===== src/rtl/ascon_pkg.sv =====
// Shared FSM encoding, widths and load-count helper
// for the Ascon SoC decryption wrapper.
package ascon_pkg;

  localparam int BYTE_W  = 8;
  localparam int TAG_W   = 128;
  localparam int NONCE_W = 128;
  localparam int CNT_W   = 8;

  typedef enum logic [1:0] {
    ST_LOAD,
    ST_RUN,
    ST_CHECK,
    ST_DONE
  } dec_state_e;

  function automatic int load_bits(
    input int k,
    input int l,
    input int y
  );
    int m;
    m = (k > NONCE_W) ? k : NONCE_W;
    if (TAG_W > m) m = TAG_W;
    if (l > m) m = l;
    if (y > m) m = y;
    return m;
  endfunction

endpackage


===== src/rtl/Decryption.sv =====
// Ascon-128 decryption core, one permutation round per cycle.
// AD and ciphertext each fit in a single padded rate block.
module Decryption
  import ascon_pkg::*;
#(
  parameter int k = 128,
  parameter int r = 64,
  parameter int a = 12,
  parameter int b = 6,
  parameter int l = 16,
  parameter int y = 16
) (
  input  logic               clk,
  input  logic               rst,
  input  logic               start,
  input  logic [k-1:0]       key,
  input  logic [NONCE_W-1:0] nonce,
  input  logic [l-1:0]       associated_data,
  input  logic [y-1:0]       ciphertext,
  output logic [y-1:0]       plaintext,
  output logic [TAG_W-1:0]   tag,
  output logic               ready
);

  localparam int W = 64;

  typedef logic [4:0][W-1:0] ascon_st_t;

  typedef enum logic [2:0] {
    C_IDLE,
    C_INIT,
    C_AD,
    C_FIN,
    C_DONE
  } core_state_e;

  localparam logic [W-1:0] IV =
    {8'(k), 8'(r), 8'(a), 8'(b), 32'h0};
  localparam logic [3:0] LAST = 4'(a - 1);

  function automatic logic [W-1:0] ror64(
    input logic [W-1:0] x,
    input int n
  );
    return (x >> n) | (x << (W - n));
  endfunction

  function automatic ascon_st_t ascon_round(
    input ascon_st_t s,
    input logic [3:0] n
  );
    logic [W-1:0] x0, x1, x2, x3, x4;
    logic [W-1:0] t0, t1, t2, t3, t4;
    ascon_st_t o;
    x0 = s[0] ^ s[4];
    x1 = s[1];
    x2 = s[2] ^ {56'h0, 4'hf - n, n} ^ s[1];
    x3 = s[3];
    x4 = s[4] ^ s[3];
    t0 = x0 ^ (~x1 & x2);
    t1 = x1 ^ (~x2 & x3);
    t2 = x2 ^ (~x3 & x4);
    t3 = x3 ^ (~x4 & x0);
    t4 = x4 ^ (~x0 & x1);
    t1 = t1 ^ t0;
    t0 = t0 ^ t4;
    t3 = t3 ^ t2;
    t2 = ~t2;
    o[0] = t0 ^ ror64(t0, 19) ^ ror64(t0, 28);
    o[1] = t1 ^ ror64(t1, 61) ^ ror64(t1, 39);
    o[2] = t2 ^ ror64(t2, 1) ^ ror64(t2, 6);
    o[3] = t3 ^ ror64(t3, 10) ^ ror64(t3, 17);
    o[4] = t4 ^ ror64(t4, 7) ^ ror64(t4, 41);
    return o;
  endfunction

  core_state_e st_q, st_d;
  ascon_st_t   s_q, s_d, s_r;
  logic [3:0]  rnd_q, rnd_d;
  logic [y-1:0] pt_q, pt_d;
  logic [TAG_W-1:0] tag_q, tag_d;

  logic [W-1:0] key_hi, key_lo, ad_blk;

  assign key_hi = key[k-1 -: W];
  assign key_lo = key[W-1:0];
  assign ad_blk =
    {associated_data, 8'h80, {(W-l-8){1'b0}}};

  always_comb begin
    st_d  = st_q;
    s_d   = s_q;
    rnd_d = rnd_q;
    pt_d  = pt_q;
    tag_d = tag_q;
    s_r   = ascon_round(s_q, rnd_q);
    unique case (st_q)
      C_IDLE, C_DONE: begin
        if (start) begin
          s_d = {nonce[W-1:0], nonce[NONCE_W-1 -: W],
                 key_lo, key_hi, IV};
          rnd_d = '0;
          st_d  = C_INIT;
        end
      end
      C_INIT: begin
        s_d   = s_r;
        rnd_d = rnd_q + 4'd1;
        if (rnd_q == LAST) begin
          s_d[0] = s_r[0] ^ ad_blk;
          s_d[3] = s_r[3] ^ key_hi;
          s_d[4] = s_r[4] ^ key_lo;
          rnd_d  = 4'(a - b);
          st_d   = C_AD;
        end
      end
      C_AD: begin
        s_d   = s_r;
        rnd_d = rnd_q + 4'd1;
        if (rnd_q == LAST) begin
          // Domain separation, then absorb the ciphertext block.
          pt_d   = s_r[0][W-1 -: y] ^ ciphertext;
          s_d[0] = {ciphertext, s_r[0][W-y-1:0]
                    ^ {8'h80, {(W-y-8){1'b0}}}};
          s_d[1] = s_r[1] ^ key_hi;
          s_d[2] = s_r[2] ^ key_lo;
          s_d[4] = s_r[4] ^ 64'd1;
          rnd_d  = '0;
          st_d   = C_FIN;
        end
      end
      C_FIN: begin
        s_d   = s_r;
        rnd_d = rnd_q + 4'd1;
        if (rnd_q == LAST) begin
          tag_d = {s_r[3] ^ key_hi, s_r[4] ^ key_lo};
          st_d  = C_DONE;
        end
      end
      default: ;
    endcase
  end

  always_ff @(posedge clk or negedge rst) begin
    if (!rst) begin
      st_q  <= C_IDLE;
      s_q   <= '0;
      rnd_q <= '0;
      pt_q  <= '0;
      tag_q <= '0;
    end else begin
      st_q  <= st_d;
      s_q   <= s_d;
      rnd_q <= rnd_d;
      pt_q  <= pt_d;
      tag_q <= tag_d;
    end
  end

  assign plaintext = pt_q;
  assign tag       = tag_q;
  assign ready     = (st_q == C_DONE);

endmodule


===== src/rtl/soc_decryption.sv =====
// SoC wrapper: byte-serial load, Ascon decrypt, tag check, gated readout.
// ASCON_RELEASE_UNVERIFIED_EN releases plaintext even on tag mismatch.
module soc_decryption
  import ascon_pkg::*;
#(
  parameter int k = 128,
  parameter int r = 64,
  parameter int a = 12,
  parameter int b = 6,
  parameter int l = 16,
  parameter int y = 16
) (
  input  logic        clk,
  input  logic        rst,
  input  logic        reg_inputxSS,
  input  logic [31:0] inputxSI,
  input  logic [7:0]  taginxSI,
  input  logic        reg_startxSS,
  input  logic        decryption_startxSI,
  output logic        decryption_readyxSO,
  output logic        tag_validxSO,
  input  logic        reg_outxSS,
  output logic [7:0]  plaintextxSO
);

  localparam logic [CNT_W-1:0] LOAD_N =
    CNT_W'(load_bits(k, l, y));
  localparam logic [CNT_W-1:0] K_N = CNT_W'(k);
  localparam logic [CNT_W-1:0] N_N = CNT_W'(NONCE_W);
  localparam logic [CNT_W-1:0] T_N = CNT_W'(TAG_W);
  localparam logic [CNT_W-1:0] L_N = CNT_W'(l);
  localparam logic [CNT_W-1:0] Y_N = CNT_W'(y);
  localparam logic [CNT_W-1:0] B_N = CNT_W'(BYTE_W);

  dec_state_e state_q, state_d;
  logic [CNT_W-1:0]   i_q, i_d, o_q, o_d;
  logic [k-1:0]       key_q, key_d;
  logic [NONCE_W-1:0] nonce_q, nonce_d;
  logic [l-1:0]       ad_q, ad_d;
  logic [y-1:0]       ct_q, ct_d;
  logic [TAG_W-1:0]   tag_q, tag_d;
  logic               ready_q, ready_d;
  logic               tag_valid_q, tag_valid_d;
  logic [BYTE_W-1:0]  pt_byte_q, pt_byte_d;

  logic             loaded;
  logic             release_ok;
  logic             core_start;
  logic             core_ready;
  logic [y-1:0]     core_pt;
  logic [TAG_W-1:0] core_tag;

  assign loaded = (i_q >= LOAD_N);

`ifdef ASCON_RELEASE_UNVERIFIED_EN
  assign release_ok = 1'b1;
`else
  assign release_ok = tag_valid_q;
`endif

  Decryption #(
    .k(k), .r(r), .a(a), .b(b), .l(l), .y(y)
  ) u_core (
    .clk             (clk),
    .rst             (rst),
    .start           (core_start),
    .key             (key_q),
    .nonce           (nonce_q),
    .associated_data (ad_q),
    .ciphertext      (ct_q),
    .plaintext       (core_pt),
    .tag             (core_tag),
    .ready           (core_ready)
  );

  always_comb begin
    state_d     = state_q;
    i_d         = i_q;
    o_d         = o_q;
    key_d       = key_q;
    nonce_d     = nonce_q;
    ad_d        = ad_q;
    ct_d        = ct_q;
    tag_d       = tag_q;
    ready_d     = ready_q;
    tag_valid_d = tag_valid_q;
    pt_byte_d   = pt_byte_q;
    core_start  = 1'b0;
    unique case (state_q)
      ST_LOAD: begin
        // A start in the same cycle as a beat wins.
        if (loaded && reg_startxSS && decryption_startxSI) begin
          core_start = 1'b1;
          state_d    = ST_RUN;
        end else if (reg_inputxSS && !loaded) begin
          if (i_q < K_N)
            key_d = {key_q[k-BYTE_W-1:0], inputxSI[7:0]};
          if (i_q < N_N)
            nonce_d = {nonce_q[NONCE_W-BYTE_W-1:0],
                       inputxSI[15:8]};
          if (i_q < L_N)
            ad_d = {ad_q[l-BYTE_W-1:0], inputxSI[23:16]};
          if (i_q < Y_N)
            ct_d = {ct_q[y-BYTE_W-1:0], inputxSI[31:24]};
          if (i_q < T_N)
            tag_d = {tag_q[TAG_W-BYTE_W-1:0], taginxSI};
          i_d = i_q + B_N;
        end
      end
      ST_RUN: begin
        if (core_ready) state_d = ST_CHECK;
      end
      ST_CHECK: begin
        tag_valid_d = (core_tag == tag_q);
        ready_d     = 1'b1;
        state_d     = ST_DONE;
      end
      ST_DONE: begin
        if (reg_outxSS) begin
          if (o_q < Y_N) begin
            o_d       = o_q + B_N;
            pt_byte_d = release_ok
              ? BYTE_W'(core_pt >> (Y_N - B_N - o_q))
              : '0;
          end else begin
            state_d     = ST_LOAD;
            i_d         = '0;
            o_d         = '0;
            ready_d     = 1'b0;
            tag_valid_d = 1'b0;
          end
        end
      end
      default: ;
    endcase
  end

  always_ff @(posedge clk or negedge rst) begin
    if (!rst) begin
      state_q     <= ST_LOAD;
      i_q         <= '0;
      o_q         <= '0;
      key_q       <= '0;
      nonce_q     <= '0;
      ad_q        <= '0;
      ct_q        <= '0;
      tag_q       <= '0;
      ready_q     <= 1'b0;
      tag_valid_q <= 1'b0;
      pt_byte_q   <= '0;
    end else begin
      state_q     <= state_d;
      i_q         <= i_d;
      o_q         <= o_d;
      key_q       <= key_d;
      nonce_q     <= nonce_d;
      ad_q        <= ad_d;
      ct_q        <= ct_d;
      tag_q       <= tag_d;
      ready_q     <= ready_d;
      tag_valid_q <= tag_valid_d;
      pt_byte_q   <= pt_byte_d;
    end
  end

  assign decryption_readyxSO = ready_q;
  assign tag_validxSO        = tag_valid_q;
  assign plaintextxSO        = pt_byte_q;

endmodule


===== config.mk =====
export PLATFORM = sky130hd
export DESIGN_NAME = soc_decryption
export DESIGN_NICKNAME = d
export VERILOG_FILES = /design/src/rtl/ascon_pkg.sv /design/src/rtl/Decryption.sv /design/src/rtl/soc_decryption.sv
export SDC_FILE = /design/constraint.sdc
export NUM_CORES = 2
export LEC_CHECK = 0
export ABC_CLOCK_PERIOD_IN_PS = 5600
export CELL_PAD_IN_SITES_DETAIL_PLACEMENT = 1
export CELL_PAD_IN_SITES_GLOBAL_PLACEMENT = 2
export CORE_MARGIN = 3
export CORE_UTILIZATION = 40
export DETAILED_ROUTE_END_ITERATION = 8
export PLACE_DENSITY_LB_ADDON = 0.1
export RECOVER_POWER = 25
export REMOVE_ABC_BUFFERS = 1
export SYNTH_ARGS = -nofsm -noshare
export SYNTH_HDL_FRONTEND = slang
export SYNTH_SLANG_ARGS = --single-unit

===== constraint.sdc =====
create_clock -name clk -period 5.6 [get_ports clk]
set_clock_uncertainty 0.15 [all_clocks]
set_input_delay 1.4 -clock clk [delete_from_list [all_inputs] [get_ports clk]]
set_output_delay 1.4 -clock clk [all_outputs]
set_load 0.03 [all_outputs]

==> metrics.yaml <==
run_status:
  status: "finished, violations left"
  violations: "max-capacitance violations, max-slew violations"
clock_network:
  clk_pin_slew_worst_paths_ns: 0.06
  clock_sinks: 909
  cts_tree: "built"
  clockBufferDepth: 3
  htree_levels: 3
  postCtsSetupBuffers: 0
  cts_inserted_buffers: 110
  clk_latency_ns: 0.79
  cts.repair.resized: 0
  hold_buffers: 0
  cts_root_buffer: "clkbuf_16"
grt:
  grtUsageTotal_pct: 37.5
  overflow: 0
  antenna_found_initial: 18
  grt_pass1_wl_mm: 388
  grt_pass1_vias: 48100
  grt_max_degree: 154
placement:
  hpwlAfterDp_mm: 213
  post-place-ws_ns: 1.45
  gp_congestion: 1.05
  port_buffers: 55
  placed_cells: 7746
  placed_cell_area_sq_um: 61000
floorplanning:
  row_count: 138
  dieArea_sq_um: 148000
  start_util_pct: 40.4
  coreArea_sq_um: 142000
  die_h_um: 385
  pin_count: 56
  die_w_um: 385
power_and_ir_drop:
  ir_drop_mv: 0.563
  power_frac_comb_pct: 21.2
  p_int_uw: 14200
  clkPwrFrac_pct: 36.5
  leakage_uw: 0.0287
  switching_share_pct: 35.0
  p_switching_uw: 7620
  power_frac_seq_pct: 42.3
  power_density_nw_per_um2: 335
  p_total_uw: 21800
timing:
  finalCriticalPeriod_ns: 4.47
  setup_tns_ns: 0
  fmax_mhz: 223
  setup_ws_ns: 1.13
  drv_slew: 85
  setup_viol: 0
  timing.final.hold_violations: 0
  rsz0062_at_grt: "no"
  slew_headroom_pct: -108
  tightest_slew_ns: 3.13
  post-route-period-util_pct: 79.9
yosys:
  synth.avg_cell_area_sq_um: 9.69
  synthArstFlopShare_pct: 100
  synth_top_area_share_pct: 39.6
  ys_ff_latch: 909
  synth_warnings: 0
  syn_inst: 5927
  synth_edf_count: 0
  yosysUniqueCellTypes: 68
  yosys-top-cells-area: "dfrtp_1 (40%), xnor2_1 (14%), mux2_2 (7.8%)"
  yosysSeqAreaShare_pct: 39.6
  synth_area_leader_cell: "dfrtp_1"
  syn-cell-area_sq_um: 57400
  synthFlopType: "dfrtp_1"
detailed_routing:
  via_count: 48700
  drt_iter0_drc: 5374
  routed_wl_mm: 280
  first_pass_iters: 6
  antenna_left: 0
  viasPerCell: 6.12
  drc: 0
  post_drt_wl_per_cell_um: 35.2
worst_setup_path:
  crit_fanout: 87
  crit_path_frequent_cell: "clkbuf_2"
  critical_path.max_stage_delay_ns: 2.09
  cp.buffers_inverters: 2
  required_ns: 6.11
  crit_chain: "clkbuf_2 -> clkbuf_2"
  cp_top_family: "buffers and inverters"
  worst_setup_path_end_kind: "async pin"
  arrival_ns: 4.98
  critical_path_class: "in -> async"
  start_kind: "primary input"
  crit_slowest_cell: "clkbuf_2"
run:
  maxCapViolations: 2
cells_and_area:
  regArea_sq_um: 22800
  drive_above_1_share_pct: 14.2
  area.growth.synth_to_final_pct: 13.0
  stdcell_area_sq_um: 64900
  n_fill_cell: 15800
  nets: 6153
  fin_cells: 7960
  multiInputGateArea_sq_um: 33000
hold_path:
  hold_path.class: "reg -> reg"
sequential cells by signal, summed over array words and instances (netlist names):
name                 flops
key_q                  128
tag_q                  128
u_core.tag             128
i_q                      5
ct_q                    16
ad_q                    16
plaintextxSO             8
u_core.s_q             320
u_core.rnd_q             4
state_q                  2
nonce_q                128
tag_validxSO             1
o_q                      5
u_core.st_q              3
decryption_readyxSO      1
u_core.plaintext        16
power by group through the flow:
stage	Combinational [uW]	Clock, uW	Sequential [uW]
after global placement	4390	0	9270
after global routing	4890	8360	9350
after detailed placement	4520	0	9300
final	4610	7950	9220
after floorplan	3080	0	8490
after CTS	4540	8070	9190
worst register-to-register path: cells and delay by family (launching register included):
kind | cells | cell delay (ns)
AO/OA/AOI/OAI | 1 | 0.11
flip-flops | 1 | 0.37
adder cells (fa/ha/maj) | 1 | 0.33
XOR/XNOR | 5 | 3.24
buffers and inverters | 1 | 0.09
synth_stat cells, types with 7 or more instances:
cell type	n
or3_1	39
xnor2_2	36
o21ai_0	398
xnor3_1	7
mux2i_1	39
o21ai_1	92
o221ai_1	16
a41o_1	8
and3_1	52
a222oi_1	15
mux2_2	397
clkbuf_1	250
o22ai_1	12
a22oi_1	70
o22a_1	29
o2bb2ai_1	8
o211ai_1	37
nand2_1	781
a21oi_1	218
o311ai_1	9
buf_1	32
nor3_1	62
buf_2	30
dfrtp_1	909
o311a_1	31
o31ai_1	35
o21a_1	31
nor4_1	15
a32o_1	10
a31oi_1	99
a31o_1	13
ha_1	139
a221oi_1	29
xor2_1	377
xnor2_1	932
inv_1	175
xor2_2	37
nor2_1	223
o32ai_1	15
nand4_1	74
o21bai_1	17
nand3_1	58
path summary, 6_finish.rpt:
check / start / end / slack [ns] / cells past startpoint
max reg2reg: u_core.s_q[122] / u_core.tag[122] / 1.18 / 8
max in group clk: u_core.s_q[122] / u_core.tag[122] / 1.18 / 8
min in group asynchronous: rst / o_q[6] / 1.44 / 1
min reg2reg: plaintextxSO[2] / plaintextxSO[2] / 0.33 / 2
max: rst / u_core.s_q[136] / 1.13 / 2
min: plaintextxSO[2] / plaintextxSO[2] / 0.33 / 2
cells by family after synthesis:
family,synth area share (%)
xor+xnor,22.3
simple gates,9.88
compound gates,13.3
flops,39.6
buf+inv,3.29
mux,8.46
fa+ha+maj,3.14
cells in the final DEF, fill, tap and decap left out, types with 35 or more instances in the layout:
cell,count
a21oi_1,218
a22oi_1,70
a31oi_1,99
and3_1,51
buf_4,147
clkbuf_16,110
clkdlybuf4s50_1,53
dfrtp_1,906
ha_1,139
inv_1,175
mux2_2,397
mux2i_1,39
nand2_1,776
nand3_1,57
nand4_1,74
nor2_1,216
nor3_1,62
o211ai_1,37
o21ai_0,398
o21ai_1,91
o31ai_1,35
or3_1,39
xnor2_1,928
xnor2_2,40
xor2_1,376
xor2_2,38
cell type report:
cell class                 instances  share of cell area (%)
timing repair buffer             243                    3.43
clock buffer                     145                    4.67
tap                             1890                    3.64
multi-input combinational       4526                    50.8
antenna                           12                  0.0463
sequential                       909                    35.0
clock inverter                    57                    1.37
inverter                         178                    1.03
routing by layer:
layer  GRT usage, %  up-vias  routed length [um]  share of wire, %
met5              0        -                  27            0.0096
met4           23.1        4               21100               7.5
met3           9.87      645               26500               9.5
met2           53.9     2242              117000                42
met1           50.0    25300              116000                41
li1               -    20500                   -                 -
metrics by stage:
stage | hold slack (ns) | util (%)
final | 0.327 | 45.7
after global routing | 0.370 | 45.7
after CTS | 0.332 | 45.7
after detailed placement | 0.320 | 43.0
after global placement | 0.311 | 43.0
after floorplan | 0.294 | -
Note: power is estimated with default switching activity, not from simulation.
